`config.mk`:
```
export PLATFORM = sky130hd
export DESIGN_NAME = rr_finder_arbiter
export DESIGN_NICKNAME = d
export VERILOG_FILES = /design/src/rtl/rr_finder_arbiter.sv
export SDC_FILE = /design/constraint.sdc
export NUM_CORES = 1
export LEC_CHECK = 0
export BUFFER_PORTS_ARGS = -buffer_cell sky130_fd_sc_hd__buf_2
export CORE_MARGIN = 2
export CORE_UTILIZATION = 50
export DETAILED_ROUTE_END_ITERATION = 6
export HOLD_SLACK_MARGIN = 0.06
export MAX_ROUTING_LAYER = met4
export PLACE_DENSITY = 0.7
export SYNTH_ARGS = -nofsm -noshare
export SYNTH_HDL_FRONTEND = slang
export SYNTH_SLANG_ARGS = --single-unit
```
`constraint.sdc`:
```
create_clock -name clk -period 8.9 [get_ports clk]
set_input_delay 1.335 -clock clk [delete_from_list [all_inputs] [get_ports clk]]
set_output_delay 1.335 -clock clk [all_outputs]
set_load 0.02 [all_outputs]
```
`src/rtl/rr_finder_arbiter.sv`:
```
// Round-robin arbiter for 8 requesters sharing one single-port resource.
// The winner is the first requester found scanning upward from a rotating
// pointer. A grant is held until its owner drops its request or until it
// has been held for MAX_HOLD cycles. Every grant is followed by one idle
// cycle before the next grant.
module rr_finder_arbiter #(
    parameter int unsigned N        = 8,
    parameter int unsigned MAX_HOLD = 16,
    parameter int unsigned CNTW     = 5
) (
    input  logic                 clk,
    input  logic                 reset,
    input  logic [N-1:0]         req,
    output logic [N-1:0]         gnt,
    output logic [$clog2(N)-1:0] gnt_idx,
    output logic                 gnt_valid,
    output logic                 timeout
);

    localparam int unsigned IW = $clog2(N);

    typedef enum logic {
        IDLE = 1'b0,
        BUSY = 1'b1
    } state_t;

    state_t          state;
    logic [IW-1:0]   ptr;
    logic [CNTW-1:0] hold_cnt;

    logic [IW-1:0]   win;
    logic [IW-1:0]   cand;
    logic            found;
    logic [N-1:0]    win_onehot;
    logic            owner_drop;
    logic            hold_expired;

    // Rotating-priority search: first set request at ptr, ptr+1, ... (mod N).
    always_comb begin
        win   = ptr;
        cand  = '0;
        found = 1'b0;
        for (int unsigned i = 0; i < N; i++) begin
            cand = ptr + IW'(i);
            if (!found && req[cand]) begin
                win   = cand;
                found = 1'b1;
            end
        end
        win_onehot      = '0;
        win_onehot[win] = 1'b1;
    end

    // Release conditions; a drop on the expiry edge is a normal release.
    always_comb begin
        owner_drop   = !req[gnt_idx];
        hold_expired = (MAX_HOLD != 0) && (hold_cnt == CNTW'(MAX_HOLD));
    end

    // Grant FSM with registered outputs; timeout is a single-cycle pulse.
    always_ff @(posedge clk) begin
        if (reset) begin
            state     <= IDLE;
            ptr       <= '0;
            hold_cnt  <= '0;
            gnt       <= '0;
            gnt_idx   <= '0;
            gnt_valid <= 1'b0;
            timeout   <= 1'b0;
        end else begin
            timeout <= 1'b0;
            case (state)
                IDLE: begin
                    if (found) begin
                        gnt       <= win_onehot;
                        gnt_idx   <= win;
                        gnt_valid <= 1'b1;
                        hold_cnt  <= CNTW'(1);
                        state     <= BUSY;
                    end
                end
                BUSY: begin
                    if (owner_drop || hold_expired) begin
                        gnt       <= '0;
                        gnt_valid <= 1'b0;
                        ptr       <= gnt_idx + IW'(1);
                        state     <= IDLE;
                        timeout   <= !owner_drop;
                    end else begin
                        hold_cnt <= hold_cnt + CNTW'(1);
                    end
                end
                default: begin
                    state <= IDLE;
                end
            endcase
        end
    end

endmodule

```
==> impl_results.md, run 1 <==
- Total clock sinks: 22
- Drt pass-1 iters: 4
- Worst VDD drop: about 200 uV
- Core area: 0.00372 mm^2
- Syn nets: 218
- GP Congestion: approximately 0.96
- Final core occ: 0.563
- Static leakage: 0.813 nW
- DP HPWL: ~3100 um
- First-pass GRT wire length: 7200 um
- Buffers on Ports: 22
- I/O pin count: 23
- FF+latch count, synth: 22
- Multi-input gate area: 0.00140 mm^2
- FILL cells: 336
- Max-Cap Viols: 0
- Ratio of cells with drive above 1 in the final layout: 0.256
- CTS tree: built
- Arr. time, crit path: 4.13 ns
- Starting DRT DRC Count: 157
- Worst Clk Skew: 0.00219 ns
- PnR Total Power: 0.000603 W
- Post-synth top flop: dfxtp_1
- Startpoint types: flip-flop
- Area share of the largest cell type after synthesis: 0.224
- Chip height: about 67 um
- Post-CTS Hold Buffers: 0
- GRT overflow: 0
- Total Routing Usage GR: 0.216
- Critical Path End Type: flip-flop
- Largest net degree at the start of global routing: 20
- Min-Delay Path Class: flip-flop to flip-flop
- Number of antenna diodes: 0
- Commonest cells after routing, fill and taps aside: 22 x dfxtp_1, 22 x buf_2, 21 x nand2_1
- CTS root buf: clkbuf_8
- M1 WL: just under 2000 um
- Register area share after synthesis: 0.224
- Seq. cell area: about 440 um^2
- Top post-synthesis cells by area: dfxtp_1 22%, mux4_1 8.0%, mux2i_1 6.1%
- DIE WIDTH: 66.7 um
- Simple-Gate Fraction of Synth Area: 0.171
- Standard-cell row count: 22
- Nets: 235
- Async S/R FF share, synth: 0
- Vias in the first global route: 1493
- Slew @ Worst Pin: 0.703 ns
- Pwr/cell area: 288 mW/mm^2
- Routed wl met2: 1950 um
- CTS resizes: 0
- Routed wl met3: 254 um
- Initial antenna violation count: 0
- Initial core utilization: 0.528
- Final-report max-slew violation count: 0
- Worst slack at placement: 4.89 ns
- Via count: 1681
- Mapped cell area: 0.00196 mm^2
- XOR/XNOR Fraction of Synth Area: 0.0312
- Status: finished, final reports clean
- ANT nets after route: 0
- Highest metal used: met4
- Die area: between 0.004 and 0.005 mm^2
- Post-synth EDFFs: 0
- RSZ-0062 raised after global routing: no
- Skew-Pair Late Insertion Delay: between 0.2 and 0.3 ns
- Final Setup Violations: 0
- Area grow syn2layout: 6.63%
- CTS buffer count: 3
- Yosys cell types: 54
- Final hold vios: 0
- Post-CTS setup buffer count: 0
- DR WL/cell: 15.9 um
- Main combinational cell family by area after synthesis: multiplexers
- CP Data Required Time: 9.03 ns
- Synth warnings: 0
- DRT Wirelength: 4260 um
- Mapped Cells: 203
- Min Hold Slack: 0.451 ns
- Drt drc: 0
- Clock-pin slew on the worst setup and hold paths: 0.08 ns
- Final min period: 4.00 ns
- CTS max path bufs: 2
- CP Max Fanout: 15
- Multiplexer area fraction after synthesis: 0.253
- Compound-gate portion of the synthesized area: 0.224
- TNS Setup: 0 ns
- Setup CP Type: flip-flop to flip-flop
- Final worst slack: 4.90 ns
- # H-tree levels: 1
- Tcrit/Tclk final: 0.449
- Vias per cell: between 6 and 7
- Slew HR: 0.531
- Area leader, netlist: dfxtp_1
- Fmax: roughly 0.25 GHz
- Adder and majority gate portion of the synthesized area: 0.0319
- Avg Cell Area, Syn: 9.67 um^2
## per-layer routing
metal / vias to the layer above / global-route usage
li1: 819 / -
met1: 793 / 0.293
met2: 61 / 0.334
met3: 8 / 0.0304
met4: 0 / 0.0714
met5: - / -
## synthesized netlist by cell type, types with 6 or more instances
| cell type | instances |
|---|---|
| a21oi_1 | 9 |
| dfxtp_1 | 22 |
| inv_1 | 8 |
| mux2i_1 | 12 |
| mux4_1 | 6 |
| nand2_1 | 21 |
| nor2_1 | 16 |
| o31ai_1 | 8 |
| xor2_1 | 7 |
## per-stage QoR
step / cell area (um^2) / instances
after floorplan: 1960 / 203
after global placement: 2040 / 263
after detailed placement: 2040 / 263
after CTS: 2090 / 267
after global routing: 2090 / 267
final: 2090 / 267
## final timing paths
path / slack, ns / end / startpoint / cells past startpoint
setup reg to reg: 4.90 / gnt_idx[0] / ptr[0] / 9
hold / removal: 0.45 / gnt[0] / gnt[0] / 2
hold reg to reg: 0.45 / gnt[0] / gnt[0] / 2
setup / recovery: 4.90 / gnt_idx[0] / ptr[0] / 9
## kinds of logic after synthesis
kind of cell,count (synthesis)
xor gates and xnor gates,7
AOI/OAI and AO/OA,55
DFF,22
buffers and inverters,18
muxes,30
and+or+nand+nor,66
adders and majority gates,5
## final cells by class
| type | count | share of cell area |
|---|---|---|
| Sequential cell | 22 | 0.210 |
| Multi-Input combinational cell | 163 | 0.668 |
| Inverter | 8 | 0.0143 |
| Tap cell | 48 | 0.0287 |
| Timing Repair Buffer | 22 | 0.0526 |
| Clock buffer | 4 | 0.0263 |
## report_power, final
part	total, W	internal (W)	switching, W
clock network	0.0000708	0.0000394	0.0000314
registers	0.000154	0.000120	0.0000338
logic	0.000378	0.000164	0.000215
total	0.000603	0.000323	0.000280
## critical path: stages, from the launching register on
cell and delay [ns]:
dfxtp_1 0.71, inv_1 0.22, ha_1 0.66, mux4_1 0.73, mux2i_4 0.28, a32o_2 0.33
a41oi_4 0.26, nor3b_2 0.25, mux2i_2 0.30, o21ai_0 0.14
## registers in the layout, summed over array words and instances, names as in the netlist
name       cells
gnt            8
gnt_idx        3
gnt_valid      1
hold_cnt       5
ptr            3
state          1
timeout        1
No activity file was read; power rests on OpenSTA's default activity.
==> run 2, diff against run 1 <==
ABC_AREA = 1   (was unset)
PLACE_DENSITY = 0.71   (was 0.7)
clock period = 4 ns   (was 8.9 ns; I/O delays follow)
==> run 2 against run 1 <==
Core utilization is 0.063 points lower. Design area is 12% lower. Sequential share of layout area is 2.8 points higher. Worst setup slack worse by 4.1 ns. Register-to-register slack worse by 4.1 ns. Maximum frequency is 23% higher. Highest routed layer unchanged.
==> impl_results.md, run 2 <==
- Status: finished, final reports clean
- CTS max path bufs: 2
- Slew HR: 0.651
- DIE WIDTH: ~62 um
- Internal power: between 0.0006 and 0.0007 W
- Hold EP: gnt[4]
- Hold Path Stages: 2
- Mapped cell area: 0.00168 mm^2
- Fmax: 0.309 GHz
- CP Max Fanout: 14
- Commonest non-fill, non-tap cell in the layout: nand2_1
- Max reg flops: 8
- Combinational Power Share: 0.697
- Mapped Cells: 270
- Initial antenna violation count: 0
- ANT nets after route: 0
- Clk network pwr share: 0.077
- Chip height: 62.0 um
- Nets: 306
- CP cell instances: inv_2 > ha_1 > inv_1 > nand3_1 > nand3_1 > nand2_2 > nor2_2 > nand4_4 > nor2_1 > nand2_1 > nand2_1 > nand2_1 > a21oi_1 > nand4_1 > a21oi_1
- TNS Setup: 0 ns
- Drt pass-1 iters: 4
- Slowest CP cell: dfxtp_1
- Avg Cell Area, Syn: roughly 6.2 um^2
- First-pass GRT wire length: 6840 um
- Pwr/cell area: around 850 mW/mm^2
- # H-tree levels: 1
- DP HPWL: around 3200 um
- Startpoint types: flip-flop
- GRT overflow: 0
- Vias in the first global route: 1635
- Max-Cap Viols: 0
- Sum of buffers and inverters on the critical path: 2
- CP most frequent cell: nand2_1
- Post-synth EDFFs: 0
- Min-Delay Path Class: flip-flop to flip-flop
- CTS buffer count: 3
- DRT Wirelength: a little over 4000 um
- CTS tree: built
- Arr. time, crit path: 3.48 ns
- Post-CTS Hold Buffers: 0
- Area leader, netlist: dfxtp_1
- I/O pin count: 23
- Min Hold Slack: 0.473 ns
- Hold path startpoint: gnt[4]
- CTS resizes: 0
- Area grow syn2layout: 9.81%
- Post-synth top flop: dfxtp_1
- RSZ-0062 raised after global routing: no
- Drt drc: 0
- Reg power frac: 0.226
- Reg2reg start: ptr[0]
- Critical Path End Type: flip-flop
- Final Setup Violations: 0
- Clock-pin slew on the worst setup and hold paths: 0.12 ns
- Async S/R FF share, synth: 0
- FILL cells: ~360
- R2R setup slack: approximately 0.76 ns
- Static leakage: 0.893 nW
- Switching power: 0.000912 W
- Worst Clk Skew: approximately 0.0016 ns
- Area share of the largest cell type after synthesis: 0.262
- Tcrit/Tclk final: 0.810
- Vias per cell: 5.40
- Buffers on Ports: 22
- DR WL/cell: 12.1 um
- Setup CP Type: flip-flop to flip-flop
- Ratio of cells with drive above 1 in the final layout: 0.138
- Non-Filler Instances: 336
- R2R depth: 15
- Starting DRT DRC Count: 159
- Biggest regs: gnt x8, hold_cnt x5
- FF-to-FF End: gnt[2]
- Final min period: approximately 3.2 ns
- Initial core utilization: 0.512
- Synth warnings: 0
- Number of antenna diodes: 0
- Post-CTS setup buffer count: 0
- Yosys cell types: 31
- Skew-Pair Late Insertion Delay: about 0.3 ns
- Slew @ Worst Pin: 0.522 ns
- Total Routing Usage GR: 0.243
- Count leader, synth: nand2_1
- Commonest cells after routing, fill and taps aside: 91 x nand2_1, 48 x nand3_1, 22 x dfxtp_1, 22 x buf_2, 21 x inv_1
- CTS root buf: clkbuf_4
- Syn nets: 285
- Biggest register: gnt
- CP Data Required Time: 4.24 ns
- Total clock sinks: 22
- DP Cell Count: 332
- GP Congestion: 0.863
- Sw frac: 0.578
- CP top delay family: simple AND/OR/NAND/NOR gates
- Final hold vios: 0
- Critical path's largest stage delay: 0.67 ns
- Final-report max-slew violation count: 0
- Top post-synthesis cells by area: dfxtp_1 26%, nand2_1 20%, nand3_1 14%
- Register area share after synthesis: 0.262
- Most instantiated cells after synthesis: 91 x nand2_1, 48 x nand3_1, 22 x dfxtp_1, 21 x inv_1, 19 x a21oi_1
- Die area: 0.00385 mm^2
- Largest net degree at the start of global routing: 18
- Via count: around 1800
- Core area: around 0.0033 mm^2
- Worst VDD drop: 360 uV
- FF+latch count, synth: 22
- Standard-cell row count: 21
run 2: cell count changes after synthesis, sizes merged, moves of 8 or more:
cell	previous run	this run
a21oi	9	20
inv	8	26
nand4	0	8
mux4	11	0
nand2	21	93
o31ai	8	0
nand3	5	48
mux2i	15	2
run 2: power by group through the flow:
stage / Combinational [W] / Sequential [W] / Clock (W)
final: 0.00110 / 0.000357 / 0.000122
after global routing: 0.00126 / 0.000367 / 0.000134
after CTS: 0.00110 / 0.000356 / 0.000128
after detailed placement: 0.00110 / 0.000360 / 0
after global placement: 0.00109 / 0.000360 / 0
after floorplan: 0.000839 / 0.000381 / 0
run 2: worst max path at each step:
stage	start	to	depth (start not counted)
final	ptr[0]	gnt[2]	15
after detailed placement	ptr[0]	gnt[2]	15
after CTS	ptr[0]	gnt[2]	15
after floorplan	ptr[0]	gnt[0]	16
after global routing	ptr[0]	gnt[4]	17
after global placement	ptr[0]	gnt[2]	15
run 2: cell type report:
type | count | area (um^2) | share of cell area
Sequential cell | 22 | 440 | 0.238
Timing Repair Buffer | 22 | 110 | 0.0596
Inverter | 26 | 97.6 | 0.0528
Tap cell | 46 | 57.6 | 0.0311
Multi-Input combinational cell | 216 | 1110 | 0.599
Clock buffer | 4 | 36.3 | 0.0196
run 2: per-layer routing:
layer / vias to the layer above / GRT usage / routed length [um] / share of wire
li1: 942 / - / - / -
met2: 41 / 0.421 / 1950 / 0.48
met4: 0 / 0.0851 / 64 / 0.016
met3: 8 / 0.0311 / 146 / 0.036
met1: 822 / 0.287 / 1920 / 0.47
met5: - / - / 0 / 0
run 2: cells by family after synthesis:
family / after synthesis / synth area share
AND/OR/NAND/NOR: 166 / 0.440
adder cells (fa/ha/maj): 5 / 0.0372
multiplexers: 2 / 0.0119
buffers and inverters: 32 / 0.0810
flip-flops: 22 / 0.262
AO/OA/AOI/OAI: 36 / 0.132
XOR/XNOR: 7 / 0.0364
run 2: stage by stage:
step | cell area [um^2] | setup WS, ns | total power, W | util
finish | 1850 | 0.761 | 0.00158 | 0.563
global route | 1850 | 0.442 | 0.00176 | 0.563
detailed placement | 1810 | 0.836 | 0.00146 | 0.552
CTS | 1850 | 0.809 | 0.00159 | 0.563
global placement | 1810 | 0.948 | 0.00145 | 0.552
floorplan | 1680 | 1.49 | 0.00122 | -
run 2: worst register-to-register path: stages (launching register included):
cell	delay (ns)
dfxtp_1	0.67
inv_2	0.20
ha_1	0.44
inv_1	0.20
nand3_1	0.12
nand3_1	0.11
nand2_2	0.10
nor2_2	0.15
nand4_4	0.12
nor2_1	0.23
nand2_1	0.08
nand2_1	0.08
nand2_1	0.06
a21oi_1	0.35
nand4_1	0.15
a21oi_1	0.13
==> run 3, diff against run 2 <==
PLACE_DENSITY = 0.74   (was 0.71)
clock period = 2.63 ns   (was 4 ns; I/O delays follow)
==> run 3 against run 2 <==
Core utilization grew 6.3 points. Die area is the same. Design area grew 11%. Maximum frequency grew 33%. Sequential share of layout area shrank 2.2 points. Critical path type unchanged.
==> impl_results.md, run 3 (synthesis results as in run 2) <==
- Status: finished, final reports clean
- DIE WIDTH: 62.0 um
- Final-report max-slew violation count: 0
- DR WL/cell: 12.6 um
- Critical Path End Type: flip-flop
- Pwr/cell area: 1370 mW/mm^2
- Final Setup Violations: 0
- CP Launch Point: ptr[2]
- CP Data Required Time: around 2.9 ns
- Commonest non-fill, non-tap cell in the layout: nand2_1
- Initial core utilization: 0.512
- Biggest regs: gnt x8, hold_cnt x5
- DP HPWL: ~3300 um
- Worst VDD drop: 770 uV
- First-pass GRT wire length: roughly 7000 um
- # H-tree levels: 1
- Setup CP Type: flip-flop to flip-flop
- Worst Clk Skew: 0.00398 ns
- ANT nets after route: 0
- Number of antenna diodes: 0
- Total Routing Usage GR: 0.243
- TNS Setup: 0 ns
- Starting DRT DRC Count: around 180
- Max-Cap Viols: 0
- Via count: 1867
- Hold path startpoint: reset
- GRT overflow: 0
- Core area: 0.00328 mm^2
- Tcrit/Tclk final: 0.929
- Hold Path Stages: 2
- Min Hold Slack: 0.423 ns
- Min-Delay Path Class: input pin to flip-flop
- Nets: 319
- Hold EP: state
- CP Max Fanout: 9
- CTS buffer count: 3
- Vias in the first global route: 1610
- Biggest register: gnt
- Die area: 0.00385 mm^2
- R2R setup slack: 0.19 ns
- Commonest cells after routing, fill and taps aside: 89 x nand2_1, 46 x nand3_1, 22 x buf_2
- Static leakage: between 0.9 and 1 nW
- Arr. time, crit path: 2.69 ns
- Fin area: a little over 0.002 mm^2
- Slew @ Worst Pin: 0.533 ns
- I/O pin count: 23
- R2R depth: 14
- Fmax: around 0.4 GHz
- Vias per cell: 5.35
- CTS tree: built
- Ratio of cells with drive above 1 in the final layout: 0.231
- Standard-cell row count: 21
- CTS max path bufs: 2
- CTS root buf: clkbuf_4
- Chip height: approximately 62 um
- Final min period: 2.44 ns
- GP Congestion: 0.924
- Max reg flops: 8
- Final hold vios: 0
- Startpoint types: flip-flop
- Buffers on Ports: 22
- Total clock sinks: 22
- DRT Wirelength: 4390 um
- Drt pass-1 iters: 4
- Area grow syn2layout: 22.1%
- Initial antenna violation count: 0
- Clock-pin slew on the worst setup and hold paths: 0.12 ns
- Slew HR: 0.643
- Largest net degree at the start of global routing: 18
- Reg2reg start: ptr[2]
- Drt drc: 0
- FF-to-FF End: gnt[7]
- Skew-Pair Late Insertion Delay: 0.31 ns
- Placed Area: ~0.0019 mm^2
- Worst slack at placement: ~0.12 ns
- Final worst slack: 0.186 ns
==> run 3: what timing repair did <==
action	in CTS	in global routing
setup buffers	0	4
endpoints found under the setup margin	0	17
gates resized for setup	0	22
hold buffers	0	0
==> run 3: report_power, final <==
part           switching (W)  internal [W]
registers           0.000100      0.000429
logic                0.00132      0.000704
clock network       0.000100      0.000154
total                0.00152       0.00129
==> run 3: final cells by class <==
| class | instances | area (um^2) |
|---|---|---|
| Fill cell | 332 | 1230 |
| Multi-Input combinational cell | 216 | 1190 |
| Timing Repair Buffer | 35 | 211 |
| Inverter | 26 | 97.6 |
| Tap cell | 46 | 57.6 |
| Clock buffer | 3 | 22.5 |
| Sequential cell | 22 | 444 |
| Clock inverter | 1 | 30.0 |
==> run 3: worst max path at each step <==
stage                            end
after floorplan               gnt[0]
after global placement    gnt_idx[2]
after detailed placement  gnt_idx[2]
after CTS                     gnt[7]
after global routing          gnt[5]
final                         gnt[7]
==> run 3: stage by stage <==
step | utilization | power (W) | instances
6_report | 0.626 | 0.00281 | 349
5_1_grt | 0.626 | 0.00307 | 349
4_1_cts | 0.588 | 0.00261 | 345
3_5_place_dp | 0.572 | 0.00235 | 341
3_3_place_gp | 0.572 | 0.00232 | 341
2_1_floorplan | - | 0.00185 | 270
==> run 3: critical path: stages (launching register included) <==
cell,delay [ns]
dfxtp_2,0.53
inv_2,0.14
nand2_1,0.08
nand2_1,0.12
nand3_1,0.11
nand2_1,0.13
inv_2,0.13
nand4_4,0.13
nor2_4,0.19
nand2_2,0.08
o21ai_4,0.20
inv_2,0.10
a21oi_4,0.22
nand2_1,0.07
a21oi_1,0.15
==> run 3: layer usage <==
layer / vias up / share of wire / global-route usage
met5: - / 0 / -
met4: 0 / 0.011 / 0.0912
met3: 6 / 0.044 / 0.0186
met2: 53 / 0.48 / 0.405
met1: 844 / 0.47 / 0.307
li1: 964 / - / -
